### src/rtl/m16_pkg.sv
// m16_pkg: definitions shared by the M16 imitator word path (M2 frame
// sequencer, filler, serializer).
//   - seq_state_e : frame sequencer FSM encoding (IDLE/ARM/RUN/DRAIN)
//   - WORD_PTR_W / GRP_W : widths of the in-frame word pointer and group counter
//   - DEF_WORDS / DEF_GROUPS / DEF_CLK_DIV : default frame geometry and slot length
//   - mod_inc : increment that wraps at an arbitrary limit
package m16_pkg;

    typedef enum logic [1:0] {
        SEQ_IDLE  = 2'd0,
        SEQ_ARM   = 2'd1,
        SEQ_RUN   = 2'd2,
        SEQ_DRAIN = 2'd3
    } seq_state_e;

    localparam int WORD_PTR_W  = 8;
    localparam int GRP_W       = 5;
    localparam int DIV_W       = 10;
    localparam int DEF_WORDS   = 256;
    localparam int DEF_GROUPS  = 32;
    localparam int DEF_CLK_DIV = 48;

    // Counters wrap at their parameter limit rather than at 2**width, so a
    // frame shorter than 256 words still wraps cleanly.
    function automatic int unsigned mod_inc(input int unsigned value,
                                            input int unsigned limit);
        if (value >= (limit - 32'd1)) begin
            return 32'd0;
        end else begin
            return value + 32'd1;
        end
    endfunction

endpackage

### src/rtl/m16_param_check.sv
// m16_param_check: elaboration-time guard on the frame geometry.
// No ports; instantiated by the sequencer with its own parameters.
//   CLK_DIV must lie in 3..1023 (the divider is 10 bits and a slot needs
//   at least a strobe cycle, a valid cycle and one spare cycle).
//   WORDS must lie in 2..256 and GROUPS in 2..32 to fit the counters.
module m16_param_check #(
    parameter int CLK_DIV = 48,
    parameter int WORDS   = 256,
    parameter int GROUPS  = 32
) ();

    if ((CLK_DIV < 3) || (CLK_DIV > 1023)) begin : g_bad_clk_div
        $error("m16_param_check: CLK_DIV out of range 3..1023");
    end

    if ((WORDS < 2) || (WORDS > 256)) begin : g_bad_words
        $error("m16_param_check: WORDS out of range 2..256");
    end

    if ((GROUPS < 2) || (GROUPS > 32)) begin : g_bad_groups
        $error("m16_param_check: GROUPS out of range 2..32");
    end

endmodule

### src/rtl/m16_slot_timer.sv
// m16_slot_timer: word-slot divider for the M2 frame sequencer.
// Ports:
//   clk_i      system clock
//   reset_i    synchronous active-high reset (divider -> 0)
//   clear_i    hold divider at 0 (priority over en_i)
//   en_i       advance the divider 0..CLK_DIV-1, wrapping
//   tick_o     divider == 0 (strobe cycle of the slot)
//   tick_d1_o  divider == 1 (cycle after the strobe)
module m16_slot_timer
    import m16_pkg::*;
#(
    parameter int CLK_DIV = DEF_CLK_DIV
) (
    input  logic clk_i,
    input  logic reset_i,
    input  logic clear_i,
    input  logic en_i,
    output logic tick_o,
    output logic tick_d1_o
);

    localparam logic [DIV_W-1:0] DIV_LAST = DIV_W'(CLK_DIV - 1);

    logic [DIV_W-1:0] div_q;
    logic [DIV_W-1:0] div_d;

    // Next divider value: clear wins, otherwise count and wrap at CLK_DIV-1.
    always_comb begin
        div_d = div_q;
        if (clear_i) begin
            div_d = '0;
        end else if (en_i) begin
            if (div_q == DIV_LAST) begin
                div_d = '0;
            end else begin
                div_d = div_q + DIV_W'(1);
            end
        end else begin
            div_d = div_q;
        end
    end

    // Divider register.
    always_ff @(posedge clk_i) begin
        if (reset_i) begin
            div_q <= '0;
        end else begin
            div_q <= div_d;
        end
    end

    assign tick_o    = (div_q == DIV_W'(0));
    assign tick_d1_o = (div_q == DIV_W'(1));

endmodule

### src/rtl/m2_frame_sequencer.sv
// m2_frame_sequencer: owns M2 frame timing for the M16 imitator word filler.
// Ports:
//   clk, reset        system clock, synchronous active-high reset
//   enable            run request (level) from mode control
//   ser_ready         serializer can take a word in this slot
//   clear_err         one-cycle pulse, clears underrun
//   bufGetWord        read strobe to the filler (first cycle of each slot)
//   bufRdPointer      word index within the frame (0..WORDS-1)
//   cntGrp            frame index within the group (0..GROUPS-1)
//   word_valid        filler output valid, one cycle after bufGetWord
//   frame_start       bufGetWord for word 0
//   group_start       bufGetWord for word 0 of frame 0
//   seq_state         FSM state (IDLE=0, ARM=1, RUN=2, DRAIN=3)
//   underrun          sticky: serializer was not ready at a strobe
module m2_frame_sequencer
    import m16_pkg::*;
#(
    parameter int CLK_DIV = DEF_CLK_DIV,
    parameter int WORDS   = DEF_WORDS,
    parameter int GROUPS  = DEF_GROUPS
) (
    input  logic                  clk,
    input  logic                  reset,
    input  logic                  enable,
    input  logic                  ser_ready,
    input  logic                  clear_err,
    output logic                  bufGetWord,
    output logic [WORD_PTR_W-1:0] bufRdPointer,
    output logic [GRP_W-1:0]      cntGrp,
    output logic                  word_valid,
    output logic                  frame_start,
    output logic                  group_start,
    output logic [1:0]            seq_state,
    output logic                  underrun
);

    localparam logic [WORD_PTR_W-1:0] PTR_LAST = WORD_PTR_W'(WORDS - 1);

    m16_param_check #(
        .CLK_DIV (CLK_DIV),
        .WORDS   (WORDS),
        .GROUPS  (GROUPS)
    ) u_param_check ();

    seq_state_e            state_q,    state_d;
    logic [WORD_PTR_W-1:0] ptr_q,      ptr_d;
    logic [GRP_W-1:0]      grp_q,      grp_d;
    logic                  underrun_q, underrun_d;

    logic busy_s;
    logic next_busy_s;
    logic tick_s;
    logic tick_d1_s;
    logic strobe_s;
    logic valid_s;
    logic last_word_s;

    // The divider is cleared whenever the next state is not a running one,
    // so every entry into RUN starts a slot on its very first cycle. It only
    // advances while running, which keeps it at 0 through ARM.
    m16_slot_timer #(
        .CLK_DIV (CLK_DIV)
    ) u_slot_timer (
        .clk_i     (clk),
        .reset_i   (reset),
        .clear_i   (~next_busy_s),
        .en_i      (busy_s),
        .tick_o    (tick_s),
        .tick_d1_o (tick_d1_s)
    );

    // Next-state, counter and error-flag logic.
    always_comb begin
        busy_s      = (state_q == SEQ_RUN) || (state_q == SEQ_DRAIN);
        strobe_s    = busy_s && tick_s;
        valid_s     = busy_s && tick_d1_s;
        last_word_s = (ptr_q == PTR_LAST);
        state_d     = state_q;
        ptr_d       = ptr_q;
        grp_d       = grp_q;
        underrun_d  = underrun_q;

        case (state_q)
            SEQ_IDLE: begin
                if (enable) begin
                    state_d = SEQ_ARM;
                end else begin
                    state_d = SEQ_IDLE;
                end
            end
            SEQ_ARM: begin
                if (!enable) begin
                    state_d = SEQ_IDLE;
                end else if (ser_ready) begin
                    state_d = SEQ_RUN;
                end else begin
                    state_d = SEQ_ARM;
                end
            end
            SEQ_RUN: begin
                if (!enable) begin
                    state_d = SEQ_DRAIN;
                end else begin
                    state_d = SEQ_RUN;
                end
            end
            SEQ_DRAIN: begin
                // Re-enable resumes RUN without disturbing slot timing; else
                // leave once the last word of the frame has been delivered.
                if (enable) begin
                    state_d = SEQ_RUN;
                end else if (valid_s && last_word_s) begin
                    state_d = SEQ_IDLE;
                end else begin
                    state_d = SEQ_DRAIN;
                end
            end
            default: begin
                state_d = SEQ_IDLE;
            end
        endcase

        next_busy_s = (state_d == SEQ_RUN) || (state_d == SEQ_DRAIN);

        // Counters advance in the valid cycle so they stay stable across the
        // strobe cycle and the one after it.
        if (!next_busy_s) begin
            ptr_d = '0;
            grp_d = '0;
        end else if (valid_s) begin
            ptr_d = WORD_PTR_W'(mod_inc(32'(ptr_q), WORDS));
            if (last_word_s) begin
                grp_d = GRP_W'(mod_inc(32'(grp_q), GROUPS));
            end else begin
                grp_d = grp_q;
            end
        end else begin
            ptr_d = ptr_q;
            grp_d = grp_q;
        end

        // A new underrun beats a simultaneous clear so no event is lost.
        if (strobe_s && !ser_ready) begin
            underrun_d = 1'b1;
        end else if (clear_err) begin
            underrun_d = 1'b0;
        end else begin
            underrun_d = underrun_q;
        end
    end

    // State, counter and error-flag registers.
    always_ff @(posedge clk) begin
        if (reset) begin
            state_q    <= SEQ_IDLE;
            ptr_q      <= '0;
            grp_q      <= '0;
            underrun_q <= 1'b0;
        end else begin
            state_q    <= state_d;
            ptr_q      <= ptr_d;
            grp_q      <= grp_d;
            underrun_q <= underrun_d;
        end
    end

    assign bufGetWord   = strobe_s;
    assign word_valid   = valid_s;
    assign frame_start  = strobe_s && (ptr_q == WORD_PTR_W'(0));
    assign group_start  = strobe_s && (ptr_q == WORD_PTR_W'(0)) && (grp_q == GRP_W'(0));
    assign bufRdPointer = ptr_q;
    assign cntGrp       = grp_q;
    assign seq_state    = state_q;
    assign underrun     = underrun_q;

endmodule

### config.mk
export PLATFORM = sky130hd
export DESIGN_NAME = m2_frame_sequencer
export DESIGN_NICKNAME = d
export VERILOG_FILES = /design/src/rtl/m16_pkg.sv /design/src/rtl/m16_param_check.sv /design/src/rtl/m16_slot_timer.sv /design/src/rtl/m2_frame_sequencer.sv
export SDC_FILE = /design/constraint.sdc
export NUM_CORES = 1
export LEC_CHECK = 0
export CAP_MARGIN = 20
export CELL_PAD_IN_SITES_DETAIL_PLACEMENT = 1
export CELL_PAD_IN_SITES_GLOBAL_PLACEMENT = 1
export CORE_MARGIN = 2
export CORE_UTILIZATION = 36
export CTS_BUF_LIST = sky130_fd_sc_hd__clkbuf_8
export CTS_CLUSTER_DIAMETER = 120
export DETAILED_ROUTE_END_ITERATION = 8
export GPL_TIMING_DRIVEN = 0
export PLACE_DENSITY = 0.85
export SLEW_MARGIN = 0
export SYNTH_ARGS = -nofsm -noshare
export SYNTH_HDL_FRONTEND = slang
export SYNTH_HIERARCHICAL = 1
export SYNTH_SLANG_ARGS = --single-unit
### constraint.sdc
create_clock -name clk -period 2.2 [get_ports clk]
set_input_delay 0.55 -clock clk [delete_from_list [all_inputs] [get_ports clk]]
set_output_delay 0.55 -clock clk [all_outputs]
set_load 0.05 [all_outputs]
# Word-level counts from Yosys, hierarchy flattened
# Cells that the tools add are included.
totals:
  register_bits: 26
  input_bits: 5
  out_inout_bits: 20
  word_cells: 47
classes:
  n_bitwise: 1
  addsub: 3
  muxes: 12
  n_lt_le_gt_ge: 2
  reduce_logical: 16
  n_eq_ne: 8
ops:
  columns: ["operator", "n"]
  rows:
  - ["$add 10x1->10 const B", 1]
  - ["$eq 10x1->1 const B", 1]
  - ["$eq 10x6->1 const B", 1]
  - ["$logic_not 10->1", 1]
  - ["$mux 10", 1]
  - ["$add 8x1->8 const B", 1]
  - ["$eq 2x2->1 const B", 4]
  - ["$eq 8x8->1 const B", 1]
  - ["$ge 8x8->1 const B", 1]
  - ["$logic_not 8->1", 1]
  - ["$mux 2", 4]
  - ["$mux 8", 1]
  - ["$pmux 2 s4", 1]
  - ["$logic_and 1x1->1", 6]
  - ["$add 5x1->5 const B", 1]
  - ["$ge 5x5->1 const B", 1]
  - ["$logic_not 5->1", 1]
  - ["$mux 5", 1]
  - ["$mux 1", 4]
  - ["$eq 2x1->1 const B", 1]
  - ["$logic_not 2->1", 1]
  - ["$logic_or 1x1->1", 2]
  - ["$reduce_and 2->1", 1]
  - ["$reduce_bool 2->1", 1]
  - ["3 further kinds", 3]

# Longest topological paths before layout
logic_depth:
  depth_word: 11
  mapped_depth: 11
  depth_no_buf: 10

# Modules after synthesis
# The synthesis kept the hierarchy.
modules_own_cells:
  columns: ["mod", "cells_each", "area_per_inst_um2", "seq_area_each_um2", "n_inst"]
  rows:
  - ["m2_frame_sequencer", 104, 862.1, 320.3, 1]
  - ["m16_slot_timer", 57, 516.7, 200.2, 1]

# Worst setup path before layout
# Ideal clock, no wire load.
synth_path:
  path_kind: "reg2out"
  from: "reg u_slot_timer.div_q[6]"
  to: "out group_start"
  stages_incl_launch_ff: 9
  slack_ns: -2.037
  required_ns: 1.650
  path_buffers: 0
  arrival_time_ns: 3.687
  path_cell_list: "dfxtp_1 -> nor3_1 -> nand2_1 -> nor4_1 -> and2_1 -> and2_1 -> nand2_1 -> nor4_1 -> and4b_1"
synth_via:
  elab_chain_cells: 4
synth_rtl:
  columns: ["item", "line_no", "text"]
  rows:
  - ["start, declared", "m16_slot_timer.sv:24", "logic [DIV_W-1:0] div_q;"]
  - ["start signal, assigned", "m16_slot_timer.sv:48", "div_q <= div_d;"]
  - ["$logic_not 10->1", "m16_slot_timer.sv:52", "assign tick_o = (div_q == DIV_W'(0));"]
  - ["net tick_s", "m2_frame_sequencer.sv:52", "logic tick_s;"]
  - ["$logic_and 1x1->1", "m2_frame_sequencer.sv:75", "strobe_s = busy_s && tick_s;"]
  - ["net bufGetWord", "m2_frame_sequencer.sv:27", "output logic bufGetWord,"]
  - ["$logic_and 1x1->1", null, null]
  - ["net frame_start", "m2_frame_sequencer.sv:31", "output logic frame_start,"]
  - ["$logic_and 1x1->1", "m2_frame_sequencer.sv:170", "assign group_start = strobe_s && (ptr_q == WORD_PTR_W'(0)) && (grp_q == GRP_W'(0));"]
  - ["end, declared", "m2_frame_sequencer.sv:32", "output logic group_start,"]
# The timed path passes the listed nets, and every way through them passes these cells.

# Final worst setup path
layout_path:
  from: "reg u_slot_timer.div_q[7]"
  to: "out group_start"
layout_via:
  elab_chain_cells: 4
layout_rtl:
  columns: ["item", "line_no"]
  rows:
  - ["$logic_not 10->1", "m16_slot_timer.sv:52"]
  - ["net tick_s", "m2_frame_sequencer.sv:52"]
  - ["$logic_and 1x1->1", "m2_frame_sequencer.sv:75"]
  - ["$logic_and 1x1->1 (2 in a row)", "m2_frame_sequencer.sv:170"]
# The timed path passes the listed nets, and every way through them passes these cells.

==> flow_metrics.py <==
metrics = {
    "status": {
        "status": "complete, but fails checks",
        "violations": "negative setup slack",
    },
    "yosys": {
        "ys.flop_type": "dfxtp_1",
        "synth_area_leaders": "dfxtp_1, ha_1, nor2_1",
        "syn_area_mm2": 0.00138,
        "syn_avg_cell_area_um2": 8.56,
        "synth_cells": 161,
        "synth_top_family_by_area": "simple AND/OR/NAND/NOR gates",
        "synth-compound-area-share": 0.0799,
        "synth_edf_count": 0,
        "synth_xor_area_frac": 0.0953,
        "synthMuxAreaShare": 0.00726,
        "synth_top_area_cell": "dfxtp_1",
        "synth-simple-area-share": 0.328,
        "seq_area_frac_synth": 0.377,
        "async_flop_share": 0,
        "ys_warn_count": 6,
        "synth_common_cells": "dfxtp_1, nor2_1, nand2_1, nand3_1",
        "yosysTopAreaCellShare": 0.377,
        "syn_nets": 174,
        "ys_ff_latch": 26,
        "synth.most_common_cell": "dfxtp_1",
        "synthAdderAreaFrac": 0.0726,
        "synth_cell_types": 37,
    },
    "min_path": {
        "hp-class": "reg2reg",
        "min_to": "underrun",
        "holdPathStages": 2,
        "min_from": "underrun",
    },
    "worst_setup_path": {
        "critPathBufInv": 1,
        "crit_top_cell": "nor4_4",
        "crit_required_ns": 1.65,
        "slowest_delay_ns": 0.38,
        "critPathLaunchType": "register",
        "endpoint_kind": "output pin",
        "crit_slowest_cell": "dfxtp_4",
        "r2r_cells": 11,
        "r2r-start": "u_slot_timer/div_q[7]",
        "arrival_ns": 2.12,
        "r2r_end": "u_slot_timer/div_q[5]",
        "critPathTopFamily": "simple AND/OR/NAND/NOR gates",
        "reg2reg_setup_slack_ns": -0.19,
        "crit_type": "reg2out",
        "crit_chain": "nor3_4, nand2_2, nor4_4, and2_1, and2_4, nand2_4, nor4_4, and4b_4, buf_8",
        "worstPathMaxFanout": 4,
    },
    "layout": {
        "fin_area_mm2": 0.00188,
        "drive_gt1_frac": 0.195,
        "antenna_cells": 0,
        "areaGrowthSynthToFinish_pct": 36.6,
        "multi_input_area_um2": 875,
        "seq_area_um2": 528,
        "nNetsFinal": 209,
        "nFillCells": 427,
    },
    "timing": {
        "skew_ns": 0.00813,
        "hold_viol_final": 0,
        "worst_pin_slew_ns": 0.508,
        "final.setup.tns_ns": -2.35,
        "final.period_utilization": 1.21,
        "setup_viol": 13,
        "period_needed_ns": 2.67,
        "slew_headroom": 0.656,
        "drv_slew": 0,
        "rsz0062_at_grt": "true",
        "timing.final.ws_setup_ns": -0.465,
        "max_freq_mhz": 375,
    },
    "power": {
        "power.switching_w": 0.000198,
        "power_frac_seq": 0.552,
        "p_total_w": 0.000861,
        "switching_share": 0.230,
        "combPwrFrac": 0.080,
        "clkPwrFrac": 0.368,
        "p_int_w": 0.000662,
        "p_leak_nw": 0.671,
        "ir_worst_vdd_uv": 329,
        "powerDensity_mw_per_mm2": 457,
    },
    "floorplan": {
        "ios": 25,
        "die_y_um": 65.9,
        "core_area_mm2": 0.00366,
        "die-area_mm2": 0.00434,
        "die_w_um": 65.9,
        "start_util": 0.377,
        "num_rows": 22,
    },
    "detailed_routing": {
        "drt-pass1-iter-count": 4,
        "drc_errors": 0,
        "met3_length_um": 83,
        "routed.top_layer": "met4",
        "drt-initial-drc-count": 84,
        "met1Wirelength_um": 1490,
        "vias": 1260,
        "via_per_inst": 5.19,
        "drt-wirelength-per-cell_um": 15.5,
        "antenna_left": 0,
        "wl_met2_um": 2140,
        "wl_um": 3760,
    },
    "clocking": {
        "insertion_delay_ns": 0.27,
        "cts_tree": "done",
        "cts_buffers": 3,
        "postCtsHoldBufs": 0,
        "clkSinkCount": 26,
        "path_clk_slew_ns": 0.09,
        "clockBufferDepth": 2,
        "cts_root_buffer": "clkbuf_8",
        "htree_num_levels": 1,
    },
    "place": {
        "io_buffers": 24,
        "routabilityCongestion": 0.862,
        "hpwl_um": 2730,
        "postPlaceCellArea_mm2": 0.00172,
    },
    "job": {
        "max_cap_violations": 0,
    },
    "global_route": {
        "track_usage": 0.185,
        "grt_max_degree": 15,
        "antenna_found_initial": 0,
        "grt_overflow": 0,
        "grt_pass1_vias": 1358,
        "grt_pass1_wl_um": 6240,
    },
}
cells in the final DEF, fill, tap and decap left out, types with 3 or more instances in the layout:
cell type	count
clkbuf_8	4
and2_1	4
dfxtp_2	3
and3_1	3
buf_8	3
a31oi_1	3
a21oi_1	8
nand3_1	9
o21ai_0	3
buf_4	7
xor2_1	7
nand2b_1	4
dfxtp_1	22
nand2_1	10
clkdlybuf4s50_1	18
nor2_1	18
nor3_1	7
inv_1	8
ha_1	8
xnor2_1	8
metal layers:
layer / vias to the layer above / global-route usage
met5: - / 0
met2: 19 / 0.371
met1: 613 / 0.199
li1: 622 / -
met3: 6 / 0.0358
met4: 0 / 0.0313
sequential cells by signal (all words and copies together) (netlist names):
signal	cells
bufRdPointer	8
cntGrp	5
underrun	1
u_slot_timer/div_q	10
seq_state	2
power by group through the flow:
stage / combinational [W] / clock, W / sequential, W
CTS: 0.0000666 / 0.000320 / 0.000477
global placement: 0.0000582 / 0 / 0.000487
finish: 0.0000690 / 0.000316 / 0.000475
floorplan: 0.0000274 / 0 / 0.000495
detailed placement: 0.0000597 / 0 / 0.000487
global route: 0.0000736 / 0.000340 / 0.000476
what timing repair did:
action / 4_1_cts / 5_1_grt
gates resized for setup: 38 / 8
endpoints found under the setup margin: 30 / 30
setup buffers: 4 / 2
hold endpoints to repair: 0 / 0
pin swaps: 1 / 0
worst max-delay path by stage:
stage / from / end / slack (ns) / cells past startpoint
2_1_floorplan: u_slot_timer/div_q[6] / group_start / -0.73 / 8
3_3_place_gp: u_slot_timer/div_q[6] / group_start / -0.96 / 9
3_5_place_dp: u_slot_timer/div_q[7] / group_start / -1.08 / 9
4_1_cts: u_slot_timer/div_q[6] / group_start / -0.49 / 9
5_1_grt: u_slot_timer/div_q[7] / group_start / -0.59 / 9
6_report: u_slot_timer/div_q[7] / group_start / -0.47 / 9
kinds of logic (layout without fill, tap and decap cells):
family	after synthesis	count (layout)
simple gates	79	79
flops	26	26
compound gates	19	19
xor+xnor	15	15
buf+inv	13	47
fa+ha+maj	8	8
mux	1	1
worst register-to-register path, delay by kind of cell, from the launching register on:
family,cells,cell delay (ns)
AO/OA/AOI/OAI,2,0.33
buffers and inverters,1,0.19
flip-flops,1,0.38
AND/OR/NAND/NOR,8,1.38
through the flow:
step / util / hold slack (ns) / setup WS (ns) / instances
detailed placement: 0.469 / 0.475 / -1.08 / 233
CTS: 0.501 / 0.488 / -0.488 / 241
global placement: 0.469 / 0.459 / -0.955 / 233
floorplan: - / 0.500 / -0.725 / 161
global route: 0.514 / 0.506 / -0.594 / 243
finish: 0.514 / 0.481 / -0.465 / 243
cell type report:
cell class                      instances  share of cell area
Tap cell                               48              0.0319
Timing Repair Buffer                   30               0.163
Buffer                                  5              0.0153
Sequential cell                        26               0.280
Inverter                                8              0.0159
Multi-Input combinational cell        122               0.464
Clock buffer                            4              0.0292
(Power assumes the default switching activity.)
